==> src/rtl/adc_pkg.sv <==
// adc_pkg: shared FSM state encoding and tap counter width for adc_lane_align
package adc_pkg;
    localparam int TAPW = 8;
    typedef enum logic [3:0] {
        S_IDLE, S_DRESET, S_CAL, S_WAITCAL, S_CHECK,
        S_SLIP, S_INCDLY, S_SETTLE, S_NEXT, S_DONE
    } state_t;
endpackage

==> src/rtl/adc_lane_align_if.sv <==
// adc_lane_align_if: ADC lane alignment bus between the fabric and the aligner
// ADC_ALIGN_TAPOUT_EN adds the per-lane final tap readout.
interface adc_lane_align_if
    import adc_pkg::*;
#(
    parameter int NLANES = 8,
    parameter int WIDTH = 6
);
    logic start;
    logic [NLANES*WIDTH-1:0] data;
    logic [NLANES-1:0] busy;
    logic [NLANES-1:0] bs;
    logic [NLANES-1:0] dinc;
    logic drst;
    logic dcal;
    logic srst;
    logic [NLANES-1:0] lock;
    logic [NLANES-1:0] err;
    logic done;
`ifdef ADC_ALIGN_TAPOUT_EN
    logic [NLANES*TAPW-1:0] tap;
    modport master (output start, data, busy, input bs, dinc, drst, dcal, srst, lock, err, done, tap);
    modport slave (input start, data, busy, output bs, dinc, drst, dcal, srst, lock, err, done, tap);
`else
    modport master (output start, data, busy, input bs, dinc, drst, dcal, srst, lock, err, done);
    modport slave (input start, data, busy, output bs, dinc, drst, dcal, srst, lock, err, done);
`endif
endinterface

==> src/rtl/adc_match_cnt.sv <==
// adc_match_cnt: consecutive-match counter; term fires on the NCHECK-th match in a row
module adc_match_cnt #(
    parameter int NCHECK = 16
) (
    input  logic clk,
    input  logic rst,
    input  logic clr,
    input  logic match,
    output logic term
);
    localparam int CW = $clog2(NCHECK + 1);
    logic [CW-1:0] cnt;
    assign term = !clr && match && cnt == CW'(NCHECK - 1);
    always_ff @(posedge clk) begin
        cnt <= (rst || clr || !match || term) ? '0 : cnt + CW'(1);
    end
endmodule

==> src/rtl/adc_lane_align.sv <==
// adc_lane_align: per-lane bitslip/IODELAY training-word alignment sequencer
// Define ADC_ALIGN_TAPOUT_EN to expose the final tap count of each lane.
module adc_lane_align
    import adc_pkg::*;
#(
    parameter int NLANES = 8,
    parameter int WIDTH = 6,
    parameter logic [WIDTH-1:0] PATTERN = 6'b111000,
    parameter int SETTLE = 4,
    parameter int NCHECK = 16,
    parameter int MAXTAP = 63
) (
    input logic clk,
    input logic rst,
    adc_lane_align_if.slave bus
);
    localparam int LW = NLANES > 1 ? $clog2(NLANES) : 1;
    localparam int SW = $clog2(WIDTH);
    localparam int WW = $clog2(SETTLE + 1);
    state_t state, state_n;
    logic [LW-1:0] lane;
    logic [SW-1:0] slip;
    logic [TAPW-1:0] tap;
    logic [WW-1:0] wcnt;
    logic [NLANES-1:0] lock, err;
    logic [WIDTH-1:0] word;
    logic match, term, go, last_slip, last_tap, last_lane;
    assign word = bus.data[lane*WIDTH +: WIDTH];
    assign match = word == PATTERN;
    assign go = (state == S_IDLE || state == S_DONE) && bus.start;
    assign last_slip = slip == SW'(WIDTH - 1);
    assign last_tap = tap == TAPW'(MAXTAP);
    assign last_lane = lane == LW'(NLANES - 1);
    adc_match_cnt #(.NCHECK(NCHECK)) u_match_cnt (
        .clk(clk),
        .rst(rst),
        .clr(state != S_CHECK),
        .match(match),
        .term(term)
    );
    always_comb begin
        state_n = state;
        case (state)
            S_IDLE, S_DONE: state_n = go ? S_DRESET : state;
            S_DRESET:       state_n = S_CAL;
            S_CAL:          state_n = S_WAITCAL;
            S_WAITCAL:      state_n = (wcnt != '0 && bus.busy == '0) ? S_CHECK : S_WAITCAL;
            S_CHECK:        state_n = term ? S_NEXT : match ? S_CHECK : !last_slip ? S_SLIP : !last_tap ? S_INCDLY : S_NEXT;
            S_SLIP, S_INCDLY: state_n = S_SETTLE;
            S_SETTLE:       state_n = wcnt == WW'(SETTLE - 1) ? S_CHECK : S_SETTLE;
            S_NEXT:         state_n = last_lane ? S_DONE : S_CHECK;
            default:        state_n = S_IDLE;
        endcase
    end
    // wcnt doubles as the WAITCAL minimum-dwell flag and the SETTLE timer
    always_ff @(posedge clk) begin
        if (rst) begin
            state <= S_IDLE;
            lane <= '0;
            slip <= '0;
            tap <= '0;
            wcnt <= '0;
            lock <= '0;
            err <= '0;
        end else begin
            state <= state_n;
            wcnt <= state == S_SETTLE ? wcnt + WW'(1) : state == S_WAITCAL ? WW'(1) : '0;
            slip <= state == S_SLIP ? slip + SW'(1) : state inside {S_INCDLY, S_WAITCAL, S_NEXT} ? '0 : slip;
            tap <= state == S_INCDLY ? tap + TAPW'(1) : state inside {S_WAITCAL, S_NEXT} ? '0 : tap;
            lane <= go ? '0 : (state == S_NEXT && !last_lane) ? lane + LW'(1) : lane;
            lock <= go ? '0 : (state == S_CHECK && term) ? lock | (NLANES'(1) << lane) : lock;
            err <= go ? '0 : (state == S_CHECK && !match && last_slip && last_tap) ? err | (NLANES'(1) << lane) : err;
        end
    end
    assign bus.drst = state == S_DRESET;
    assign bus.srst = state == S_DRESET;
    assign bus.dcal = state == S_CAL;
    assign bus.done = state == S_DONE;
    assign bus.bs = state == S_SLIP ? NLANES'(1) << lane : '0;
    assign bus.dinc = state == S_INCDLY ? NLANES'(1) << lane : '0;
    assign bus.lock = lock;
    assign bus.err = err;
`ifdef ADC_ALIGN_TAPOUT_EN
    logic [NLANES*TAPW-1:0] tap_q;
    always_ff @(posedge clk) begin
        if (rst || go) tap_q <= '0;
        else if (state == S_NEXT) tap_q[lane*TAPW +: TAPW] <= tap;
    end
    assign bus.tap = tap_q;
`endif
endmodule

==> src/flat_wrapper.sv <==
// flat-port wrapper written by rule: the top's interface ports become plain ports
module adc_lane_align_flat import adc_pkg::*;
#(
    parameter int NLANES = 8,
    parameter int WIDTH = 6,
    parameter logic [WIDTH-1:0] PATTERN = 6'b111000,
    parameter int SETTLE = 4,
    parameter int NCHECK = 16,
    parameter int MAXTAP = 63
)
  (clk, rst, bus_start, bus_data, bus_busy, bus_bs, bus_dinc, bus_drst, bus_dcal, bus_srst, bus_lock, bus_err, bus_done);
  adc_lane_align_if #(.NLANES(NLANES), .WIDTH(WIDTH)) bus_i ();
  input logic clk;
  input logic rst;
  input wire logic [$bits(bus_i.start)-1:0] bus_start;
  input wire logic [$bits(bus_i.data)-1:0] bus_data;
  input wire logic [$bits(bus_i.busy)-1:0] bus_busy;
  output wire logic [$bits(bus_i.bs)-1:0] bus_bs;
  output wire logic [$bits(bus_i.dinc)-1:0] bus_dinc;
  output wire logic [$bits(bus_i.drst)-1:0] bus_drst;
  output wire logic [$bits(bus_i.dcal)-1:0] bus_dcal;
  output wire logic [$bits(bus_i.srst)-1:0] bus_srst;
  output wire logic [$bits(bus_i.lock)-1:0] bus_lock;
  output wire logic [$bits(bus_i.err)-1:0] bus_err;
  output wire logic [$bits(bus_i.done)-1:0] bus_done;
  assign bus_i.start = bus_start;
  assign bus_i.data = bus_data;
  assign bus_i.busy = bus_busy;
  assign bus_bs = bus_i.bs;
  assign bus_dinc = bus_i.dinc;
  assign bus_drst = bus_i.drst;
  assign bus_dcal = bus_i.dcal;
  assign bus_srst = bus_i.srst;
  assign bus_lock = bus_i.lock;
  assign bus_err = bus_i.err;
  assign bus_done = bus_i.done;
  adc_lane_align #(.NLANES(NLANES), .WIDTH(WIDTH), .PATTERN(PATTERN), .SETTLE(SETTLE), .NCHECK(NCHECK), .MAXTAP(MAXTAP)) u_core (.clk(clk), .rst(rst), .bus(bus_i));
endmodule
==> config.mk <==
export PLATFORM = sky130hd
export DESIGN_NAME = adc_lane_align_flat
export DESIGN_NICKNAME = d
export VERILOG_FILES = /design/src/rtl/adc_pkg.sv /design/src/rtl/adc_lane_align_if.sv /design/src/rtl/adc_match_cnt.sv /design/src/rtl/adc_lane_align.sv /design/src/flat_wrapper.sv
export SDC_FILE = /design/constraint.sdc
export NUM_CORES = 1
export LEC_CHECK = 0
export BUFFER_PORTS_ARGS = -buffer_cell sky130_fd_sc_hd__buf_4
export CAP_MARGIN = 0
export CORE_ASPECT_RATIO = 0.7
export CORE_MARGIN = 2
export CORE_UTILIZATION = 52
export CTS_CLUSTER_DIAMETER = 150
export DETAILED_ROUTE_END_ITERATION = 10
export GPL_ROUTABILITY_DRIVEN = 1
export PLACE_DENSITY = 0.83
export SKIP_CTS_REPAIR_TIMING = 1
export SLEW_MARGIN = 20
export SYNTH_ARGS = -nofsm -noshare
export SYNTH_HDL_FRONTEND = slang
export SYNTH_SLANG_ARGS = --single-unit
export TNS_END_PERCENT = 1
==> constraint.sdc <==
create_clock -name clk -period 5.75 [get_ports clk]
set_clock_uncertainty 0.15 [all_clocks]
set_input_delay 0.8625 -clock clk [delete_from_list [all_inputs] [get_ports clk]]
set_output_delay 0.8625 -clock clk [all_outputs]
set_load 0.02 [all_outputs]
# ---- Yosys cells after proc, flatten, opt, wreduce, memory -nomap -nowiden
# Index checks and enable logic that the tools add are counted.
dict set report totals {
  latch_bits 0
  ram_bits 0
  mem_bits_ro 0
  elab_cells 78
  mem_count 0
  in_bits 59
  register_bits 42
}
dict set report classes {
  div_mod_pow 0
  order_cmp 0
  addsub 5
  n_eq_ne 17
  mul 1
  shift 2
  mux 17
  reduce_logical 26
  n_bitwise 2
}
# operator count
set ops {}
lappend ops {{$shiftx A48 B7 Y6} 1}
lappend ops {{$mux W8} 4}
lappend ops {{$pmux W4 S8} 1}
lappend ops {{$mux W4} 6}
lappend ops {{$eq A4 B3 Y1 const B} 4}
lappend ops {{$or A8 B8 Y8} 2}
lappend ops {{$mux W3} 4}
lappend ops {{$add A3 B1 Y3 const B} 3}
lappend ops {{$logic_and A1 B1 Y1} 9}
lappend ops {{$add A8 B1 Y8 const B} 1}
lappend ops {{$eq A4 B2 Y1 const B} 2}
lappend ops {{$eq A4 B4 Y1 const B} 2}
lappend ops {{$eq A8 B6 Y1 const B} 1}
lappend ops {{$logic_not A8 Y1} 1}
lappend ops {{$shl A1 B3 Y8 const A} 1}
lappend ops {{$eq A3 B3 Y1 const B} 2}
lappend ops {{$eq A6 B6 Y1 const B} 1}
lappend ops {{$reduce_bool A2 Y1} 3}
lappend ops {{$reduce_bool A3 Y1} 2}
lappend ops {{$reduce_or A2 Y1} 3}
lappend ops {{$add A5 B1 Y5 const B} 1}
lappend ops {{$eq A5 B4 Y1 const B} 1}
lappend ops {{$mul A3 B2 Y5 const B} 1}
lappend ops {{$eq A4 B1 Y1 const B} 1}
lappend ops {{8 further kinds} 13}

# ---- Depth between registers and ports, before layout
# Gate-level depths: netlist of the first run.
dict set report depth {
  depth_word 7
  mapped_depth 9
  ltp_nobuf 8
}

# ---- By module
# From an unflattened synthesis of the first run, not the netlist that was laid out.
dict set report unflattened {
  cells_unflattened 305
  hier_area_um2 2413.6
}
# mod seq_area_each_um2 instances area_each_um2 cells_each
set modules_own_cells {}
lappend modules_own_cells {adc_lane_align 740.7 1 2209.6 285}
lappend modules_own_cells {adc_match_cnt 100.1 1 203.9 20}

# ---- Least setup slack after synthesis of the first run
# OpenSTA, ideal clock, no wires.
dict set report synth_timing {
  kind {register -> output}
  startpoint {register u_core.state[3]}
  endpoint {output bus_bs[0]}
  arrival_ps 1532
  n_path_buf 2
  stages_incl_launch_ff 7
  setup_slack_ps 3205
  path_cell_list {dfxtp_1 clkbuf_1 inv_1 nand2_1 or2_2 clkbuf_1 nor2_1}
}
dict set report synth_via {
  elab_chain_len 2
}
# item line
set synth_lines {}
lappend synth_lines {{from (decl)} adc_lane_align.sv:20} ;# state_t state, state_n;
lappend synth_lines {{from (signal assigned)} adc_lane_align.sv:66} ;# state <= state_n;
lappend synth_lines {{$eq A4 B3 Y1} adc_lane_align.sv:79} ;# assign bus.bs = state == S_SLIP ? NLANES'(1) << lane : '0;
lappend synth_lines {{$mux W8} adc_lane_align.sv:79}
lappend synth_lines {{to (decl)} flat_wrapper.sv:18} ;# output wire logic [$bits(bus_i.bs)-1:0] bus_bs;
# Every way passes these cells.

# ---- Final worst setup path of the first run
dict set report layout_timing {
  startpoint {register u_core.state[1]}
  endpoint {output bus_dinc[0]}
}
dict set report layout_via {
  elab_chain_len 2
}
# item line
set layout_lines {}
lappend layout_lines {{$eq A4 B3 Y1} adc_lane_align.sv:80} ;# assign bus.dinc = state == S_INCDLY ? NLANES'(1) << lane : '0;
lappend layout_lines {{$mux W8} adc_lane_align.sv:80}
lappend layout_lines {{to (decl)} flat_wrapper.sv:19} ;# output wire logic [$bits(bus_i.dinc)-1:0] bus_dinc;
# Every way passes these cells.

==> reports/results.ini, run 1 <==
[route]
routed_wl_mm = 6.553
drtIter0Drc = 234
viasPerCell = 5.582
wl_per_cell_um = 14.89
ant_nets = 0
drcViolationCount = 0
via_count = 2456
first_pass_iters = 4

[timing]
fmaxAchievable_mhz = 332.8
finalMaxSlewViolations = 0
fin_crit_ps = 3005
final-hold-violation-count = 0
relSlewSlack_pct = 40.70
fin_crit_sh_pct = 52.26
setup_tns_ps = 0
max_slew.worst_pin.slew_ps = 885.4
rsz0062_at_grt = no
finalSetupViolCount = 0

[placement]
port_buffers = 94
dpl.cell_count = 432
gp_congestion = 0.8927
post-dp-hpwl_mm = 4.932

[synth]
synthArstFlopShare_pct = 0
yosysUniqueCellTypes = 45
syn_nets = 375
synth-warning-count = 0
synth_common_cells = 53 x nor2_1, 42 x dfxtp_1, 20 x inv_1, 19 x a21oi_1, 15 x nand2_1
synth_area_leaders = dfxtp_1 35%, nor2_1 8.4%, ha_1 7.4%, a21oi_1 4.0%, a31oi_1 3.2%
synth.cell_area_um2 = 2372
synth_top_area_cell = dfxtp_1
synth_edf_count = 0
yosys.area.top_type_share_pct = 35.44
ys.flop_type = dfxtp_1
ys_seq_elements = 42
avgSynthCellArea_um2 = 7.855
yosysMostFrequentCell = nor2_1
syn_inst = 302
ys_seq_area_share_pct = 35.44

[setup_path]
cp_cell_sequence = nand2_1, or3_1, nor2_1, buf_4
required_ps = 4740
crit_type = reg -> out
critPathSlowestCell = or3_1
critPathCaptureType = output pin
worstPathMaxFanout = 17
cp-start-kind = flop
crit_arrival_ps = 1990
slowest_delay_ps = 610

[cts]
clock_latency_ps = 290
clock-root-buffer = clkbuf_8
tritoncts = yes
cts_max_path_buffers = 2
cts_num_sinks = 42
clk_pin_slew_worst_paths_ps = 80
htree_levels = 2
numCtsBuffers = 5

[power]
clkPwrFrac_pct = 38.4
power.share.combinational_pct = 10.5
seqPwrFrac_pct = 51.0
power.density_nw_per_um2 = 185.4
leakage_nw = 1.319
ir_worst_vdd_uv = 170.5
swShare_pct = 21.41
intPower_mw = 0.4589
power_switching_mw = 0.1250

[global_routing]
grt_overflow = 0
grt_usage_pct = 25.89
grt_pass1_wl_mm = 10.45
grt_max_degree = 22
grt_pass1_vias = 2140
grt_antenna_before_repair = 0

[run_status]
status = complete, no violations

[worst_hold_path]
holdCritPathClass = reg -> reg

[final_layout]
stdcell_count = 440
synthToLayoutAreaGrowth_pct = 32.75
drive_above_1_share_pct = 28.83
diodes = 0
final_nets = 457

[floorplanning]
start_util_pct = 54.48
die_h_um = 60.51
core_area_um2 = 4354
die_w_um = 84.73
die-area_um2 = 5127
num_rows = 20
ios = 95

[flow_run]
drv_cap = 0

final timing paths:
kind | from | to | slack (ps) | cells past startpoint
max | u_core.state[1] | bus_dinc[0] | 2750 | 4
min reg2reg | u_core.bus.lock[1] | u_core.bus.lock[1] | 300 | 2
min | u_core.bus.lock[1] | u_core.bus.lock[1] | 300 | 2
max reg2reg | u_core.lane[1] | u_core.state[2] | 3290 | 7
cell type report:
cell class              instances  area (um^2)
clock inverters                 1        30.03
multi-input cells             218         1334
clock buffers                   7        76.32
well taps                      55        68.82
flip-flops and latches         42        840.8
fillers                       360         1205
inverters                      21        78.83
repair buffers                 96        720.7
layer usage:
layer | global-route usage, % | vias to the layer above | part of all wire, %
met1 | 37.55 | 1136 | 47
li1 | - | 1214 | -
met5 | 0 | - | 0
met2 | 39.26 | 95 | 45
met4 | 7.937 | 0 | 1.3
met3 | 5.442 | 11 | 6.5
power groups by stage:
stage                     registers, mW  logic (mW)  clock network [mW]
after floorplan                   0.300      0.0300                   0
after global placement            0.304      0.0599                   0
after detailed placement          0.305      0.0612                   0
after CTS                         0.298      0.0613               0.228
after global routing              0.299      0.0665               0.242
final                             0.298      0.0616               0.224
registers in the layout, summed over array words and instances (netlist names):
register,cells
u_core.bus.err,8
u_core.bus.lock,8
u_core.lane,3
u_core.slip,3
u_core.state,4
u_core.tap,8
u_core.u_match_cnt.cnt,5
u_core.wcnt,3
placed cells by master (no fill, tap or decap), types with 3 or more instances in the layout:
cell	synthesis	routed
a21oi_1	19	19
a31oi_1	12	12
and3_1	5	5
buf_4	2	96
clkbuf_8	0	5
dfxtp_1	42	42
ha_1	14	14
inv_1	20	20
nand2_1	15	15
nand2b_1	4	4
nand3_1	9	9
nand3b_1	3	3
nand4_1	4	4
nor2_1	53	53
nor2b_1	6	6
nor3_1	10	10
nor4_1	7	7
nor4bb_1	3	3
o21ai_0	14	14
or3_1	10	10
xnor2_1	3	3
through the flow:
step	utilization, %	setup WS (ps)	hold WS (ps)	area [um^2]	power (mW)
5_1_grt	72.33	2570	312.5	3149	0.6075
3_3_place_gp	69.89	2966	281.1	3043	0.3642
2_1_floorplan	-	3205	267.5	2372	0.3302
6_report	72.33	2745	299.9	3149	0.5839
3_5_place_dp	69.89	2992	290.4	3043	0.3660
4_1_cts	72.33	2757	300.1	3149	0.5868
kinds of logic after synthesis:
kind of cell	count (synthesis)	synth area share [%]
simple gates	138	30.33
compound gates	59	15.82
buf+inv	42	8.333
flops	42	35.44
fa+ha+maj	14	7.384
xor+xnor	5	1.846
mux	2	0.8439
worst max-delay path: cells and delay by family (launching register included):
kind                   cells  cell delay (ps)
buffers and inverters      1              160
and+or+nand+nor            3              970
DFF                        1              570
Note: power is estimated with default switching activity, not from simulation.
==> inputs of run 2 (changes only) <==
--- a/config.mk
+++ b/config.mk
@@ -9,11 +9,11 @@
 export CAP_MARGIN = 0
 export CORE_ASPECT_RATIO = 0.7
 export CORE_MARGIN = 2
-export CORE_UTILIZATION = 52
+export CORE_UTILIZATION = 48
 export CTS_CLUSTER_DIAMETER = 150
 export DETAILED_ROUTE_END_ITERATION = 10
 export GPL_ROUTABILITY_DRIVEN = 1
-export PLACE_DENSITY = 0.83
+export PLACE_DENSITY = 0.77
 export SKIP_CTS_REPAIR_TIMING = 1
 export SLEW_MARGIN = 20
 export SYNTH_ARGS = -nofsm -noshare
==> constraint.sdc (replaced) <==
create_clock -name clk -period 3.15 [get_ports clk]
set_clock_uncertainty 0.15 [all_clocks]
set_input_delay 0.4725 -clock clk [delete_from_list [all_inputs] [get_ports clk]]
set_output_delay 0.4725 -clock clk [all_outputs]
set_load 0.02 [all_outputs]
==> reports/results.ini, run 2 (synthesis results as in run 1) <==
[setup_path]
r2r_cells = 7  ; unchanged
worstPathMaxFanout = 17  ; unchanged
rr_endpoint = u_core.bus.err[2]  ; was u_core.state[2]
rrSetupSlack_ps = 800  ; was 3290 ps
critPathCaptureType = output pin  ; unchanged
crit_type = reg -> out  ; unchanged
critPathSlowestCell = or3_1  ; unchanged
slowest_delay_ps = 590  ; was 610 ps
r2r_start = u_core.tap[0]  ; was u_core.lane[1]
required_ps = 2530  ; was 4740 ps
crit_arrival_ps = 2000  ; was 1990 ps
cp-start-kind = flop  ; unchanged
cp_cell_sequence = nand2_1, or3_1, nor2_1, buf_4  ; unchanged

[cts]
cts_num_sinks = 42  ; unchanged
tritoncts = yes  ; unchanged
clock-root-buffer = clkbuf_8  ; unchanged
cts_max_path_buffers = 2  ; unchanged
clock_latency_ps = 300  ; was 290 ps
htree_levels = 2  ; unchanged
clk_pin_slew_worst_paths_ps = 80  ; about the same
numCtsBuffers = 5  ; unchanged

[global_routing]
grt_pass1_wl_mm = 10.85  ; was 10.45 mm
grt_usage_pct = 24.93  ; was 25.89%
use_met1_pct = 39.03  ; was 37.55%
use_met2_pct = 34.38  ; was 39.26%
met3_usage_pct = 5.680  ; was 5.442%
grt_antenna_before_repair = 0  ; unchanged
gr-max-usage-layer = met1  ; was met2
grt_pass1_vias = 2212  ; was 2140
grt_overflow = 0  ; unchanged
grt_max_degree = 22  ; unchanged

[route]
drcViolationCount = 0  ; unchanged
routed_wl_mm = 6.558  ; was 6.553 mm
wl_per_cell_um = 14.44  ; was 14.89 um
viasPerCell = 5.328  ; was 5.582
drtIter0Drc = 146  ; was 234
via_count = 2419  ; was 2456
ant_nets = 0  ; unchanged
first_pass_iters = 4  ; unchanged

[floorplanning]
num_rows = 21  ; was 20
die-area_um2 = 5529  ; was 5127 um^2
core_area_um2 = 4782  ; was 4354 um^2
die_w_um = 88.03  ; was 84.73 um
ios = 95  ; unchanged
start_util_pct = 49.61  ; was 54.48%
die_h_um = 62.82  ; was 60.51 um

[power]
ir_worst_vdd_uv = 256.5  ; was 170.5 uV
power.density_nw_per_um2 = 342.8  ; was 185.4 nW/um^2
leakage_nw = 1.317  ; was 1.319 nW

[timing]
max_slew.worst_pin.slew_ps = 966.0  ; was 885.4 ps
fmaxAchievable_mhz = 381.7
fin_crit_ps = 2620
finalSetupViolCount = 0  ; unchanged
fin_crit_sh_pct = 83.17
rsz0062_at_grt = no  ; unchanged
finalMaxSlewViolations = 0  ; unchanged
final-hold-violation-count = 0  ; unchanged
relSlewSlack_pct = 35.30  ; was 40.70%
whs_ps = 302.3  ; was 299.9 ps
setup_tns_ps = 0  ; unchanged

[worst_hold_path]
min_path_cells = 1  ; was 2
holdCritPathClass = reg -> reg  ; unchanged
worstHoldEndpoint = u_core.u_match_cnt.cnt[0]  ; was u_core.bus.lock[1]
hold_start = u_core.u_match_cnt.cnt[0]  ; was u_core.bus.lock[1]

[placement]
post-dp-hpwl_mm = 4.979  ; was 4.932 mm
dpl-instance-area_um2 = 3060  ; was 3043 um^2
dpl.cell_count = 446  ; was 432
gp_congestion = 0.8708  ; was 0.8927
port_buffers = 94  ; unchanged

[final_layout]
stdcell_count = 454  ; was 440
final_core_util_pct = 66.38  ; was 72.33%
multi_input_area_um2 = 1334  ; unchanged
final_nets = 457  ; unchanged
post-route-cell-area_um2 = 3174  ; was 3149 um^2
most-common-layout-cells = 96 x buf_4, 53 x nor2_1, 42 x dfxtp_1  ; unchanged
final_common_cell = buf_4  ; unchanged
synthToLayoutAreaGrowth_pct = 33.81  ; was 32.75%
final.fill_count = 433  ; was 360
diodes = 0  ; unchanged
drive_above_1_share_pct = 29.35  ; was 28.83%
regArea_um2 = 840.8  ; unchanged
top_regs = u_core.bus.err (8), u_core.bus.lock (8), u_core.tap (8)  ; unchanged

[flow_run]
drv_cap = 0  ; unchanged

[run_status]
status = complete, no violations  ; unchanged

## run 2: cell count changes in the layout (fill, tap and decap cells not counted)
cell	change
clkbuf_1	-2
clkinvlp_4	+2
## run 2: metrics by stage
step,total power [mW],setup WS [ps]
6_report,1.088,530.0
2_1_floorplan,0.6028,995.4
5_1_grt,1.123,375.8
3_5_place_dp,0.6689,860.9
4_1_cts,1.090,523.5
3_3_place_gp,0.6673,865.9
## run 2: how the worst max path moves through the flow
stage                  end  cells past startpoint             from  slack (ps)
6_report       bus_dinc[3]                      4  u_core.state[1]         530
5_1_grt          bus_bs[6]                      4  u_core.state[0]         380
4_1_cts        bus_dinc[3]                      4  u_core.state[1]         520
3_5_place_dp   bus_dinc[3]                      4  u_core.state[1]         860
3_3_place_gp   bus_dinc[1]                      4  u_core.state[1]         870
2_1_floorplan    bus_bs[0]                      6  u_core.state[3]        1000
## run 2: area by class of cell
type                       count  area share [%]
tap                           69           2.720
inverter                      21           2.483
timing repair buffer          96           22.70
sequential                    42           26.49
clock buffer                   5           2.168
clock inverter                 3           1.419
multi-input combinational    218           42.02
## run 2: power breakdown
group,switching [mW],internal (mW)
combinational,0.0470,0.0669
sequential,0.0103,0.534
clock,0.195,0.236
total,0.252,0.836
## run 2: metal layers
metal | wire (um) | part of all wire, %
met1 | 3291 | 50
met2 | 2680 | 41
met3 | 542 | 8.3
met4 | 44 | 0.67
met5 | 0 | 0
## run 2: critical path, delay by kind of cell, from the launching register on
kind / cells / cell delay (ps)
DFF: 1 / 580
and+or+nand+nor: 3 / 950
buffers and inverters: 1 / 160
==> inputs of run 3 (changes only) <==
==> constraint.sdc (replaced) <==
create_clock -name clk -period 2.7 [get_ports clk]
set_clock_uncertainty 0.15 [all_clocks]
set_input_delay 0.405 -clock clk [delete_from_list [all_inputs] [get_ports clk]]
set_output_delay 0.405 -clock clk [all_outputs]
set_load 0.02 [all_outputs]
==> reports/results.ini, run 3 (synthesis results as in run 1) <==
[run_status]
status = complete, no violations  ; unchanged

[setup_path]
rrSetupSlack_ps = 460  ; was 800 ps
cp-start-kind = flop  ; unchanged
critPathCaptureType = output pin  ; unchanged
r2r_cells = 7  ; unchanged
crit_type = reg -> out  ; unchanged
required_ps = 2140  ; was 2530 ps
worstPathMaxFanout = 12  ; was 17
rr_endpoint = u_core.state[2]  ; was u_core.bus.err[2]
crit_arrival_ps = 1880  ; was 2000 ps
r2r_start = u_core.lane[0]  ; was u_core.tap[0]

[final_layout]
diodes = 0  ; unchanged
most-common-layout-cells = 99 x buf_4, 53 x nor2_1, 41 x dfxtp_1  ; was 96 x buf_4, 53 x nor2_1, 42 x dfxtp_1
top_regs = u_core.bus.err (8), u_core.bus.lock (8), u_core.tap (8)  ; unchanged
final_nets = 460  ; was 457
final_common_cell = buf_4  ; unchanged
drive_above_1_share_pct = 30.15  ; was 29.35%
synthToLayoutAreaGrowth_pct = 34.07  ; was 33.81%

[timing]
max_slew.worst_pin.slew_ps = 619.3  ; was 966.0 ps
fmaxAchievable_mhz = 411.5
final-hold-violation-count = 0  ; unchanged
fin_crit_ps = 2430
finalSetupViolCount = 0  ; unchanged
relSlewSlack_pct = 58.39  ; was 35.30%
rsz0062_at_grt = no  ; unchanged
fin_crit_sh_pct = 90.01
whs_ps = 285.2  ; was 302.3 ps
setup_tns_ps = 0  ; unchanged
finalMaxSlewViolations = 0  ; unchanged

[route]
first_pass_iters = 5  ; was 4
via_count = 2458  ; was 2419
viasPerCell = 5.379  ; was 5.328
routed_wl_mm = 6.700  ; was 6.558 mm
wl_per_cell_um = 14.66  ; was 14.44 um
drtIter0Drc = 174  ; was 146
drcViolationCount = 0  ; unchanged
ant_nets = 0  ; unchanged

[cts]
htree_levels = 2  ; unchanged
clock-root-buffer = clkbuf_8  ; unchanged
clk_pin_slew_worst_paths_ps = 80  ; about the same
clock_latency_ps = 290  ; was 300 ps
cts_num_sinks = 42  ; unchanged
numCtsBuffers = 5  ; unchanged
tritoncts = yes  ; unchanged
cts_max_path_buffers = 2  ; unchanged

[global_routing]
grt_max_degree = 22  ; unchanged
grt_overflow = 0  ; unchanged
grt_pass1_vias = 2220  ; was 2212
grt_pass1_wl_mm = 10.85  ; unchanged
grt_usage_pct = 25.05  ; was 24.93%
grt_antenna_before_repair = 0  ; unchanged

[placement]
port_buffers = 94  ; unchanged
post-dp-hpwl_mm = 5.154  ; was 4.979 mm
gp_congestion = 0.8398  ; was 0.8708

[flow_run]
drv_cap = 0  ; unchanged

[floorplanning]
ios = 95  ; unchanged
die_w_um = 88.03  ; unchanged
num_rows = 21  ; unchanged
die_h_um = 62.82  ; unchanged
die-area_um2 = 5529  ; unchanged
start_util_pct = 49.61  ; unchanged
core_area_um2 = 4782  ; unchanged

[power]
leakage_nw = 1.333  ; was 1.317 nW
power.total_mw = 1.181  ; was 1.088 mW
ir_worst_vdd_uv = 279.7  ; was 256.5 uV
power.density_nw_per_um2 = 371.3  ; was 342.8 nW/um^2

[worst_hold_path]
worstHoldEndpoint = u_core.tap[5]  ; was u_core.u_match_cnt.cnt[0]
min_path_cells = 2  ; was 1
holdCritPathClass = in -> reg  ; was reg -> reg
hold_start = rst  ; was u_core.u_match_cnt.cnt[0]

[run 3: worst max-delay path, cell delays in order (launching register included)]
cell and delay (ps):
dfxtp_1 400, inv_1 180, nand2_1 210, or2_2 480
nor2_1 150, buf_4 160
[run 3: power breakdown]
| group | leakage (nW) | switching, mW | total (mW) | internal, mW |
|---|---|---|---|---|
| clock network | 0.0482 | 0.206 | 0.412 | 0.206 |
| registers | 0.339 | 0.0123 | 0.635 | 0.623 |
| logic | 0.946 | 0.0540 | 0.133 | 0.0790 |
| total | 1.33 | 0.273 | 1.18 | 0.908 |
[run 3: metal layers]
metal	part of all wire [%]	global-route usage (%)	wire [um]
met3	7.5	4.756	503
met1	51	40.47	3432
met4	0.82	6.818	55
met2	40	33.14	2709
met5	0	0	0
[run 3: through the flow]
stage	area (um^2)	util (%)	cells	worst slack (ps)
3_3_place_gp	3083	64.47	449	457.4
3_5_place_dp	3083	64.47	449	417.6
5_1_grt	3181	66.51	457	101.7
2_1_floorplan	2372	-	302	612.9
6_report	3181	66.51	457	269.8
4_1_cts	3174	66.38	457	93.32
[run 3: worst max path at each step]
stage | start | slack, ps | end
global route | u_core.state[3] | 100 | bus_bs[6]
CTS | u_core.state[1] | 90 | bus_dinc[5]
global placement | u_core.lane[0] | 460 | u_core.state[2]
finish | u_core.state[3] | 270 | bus_bs[6]
detailed placement | u_core.state[1] | 420 | bus_dinc[5]
floorplan | u_core.state[3] | 610 | bus_bs[0]
[run 3: cell type report]
cell class	count	area (um^2)
clock buffer	7	86.33
clock inverter	1	5.005
fill	423	1602
inverter	21	78.83
multi-input combinational	218	1339
sequential	42	842.1
tap	69	86.33
timing repair buffer	99	743.2
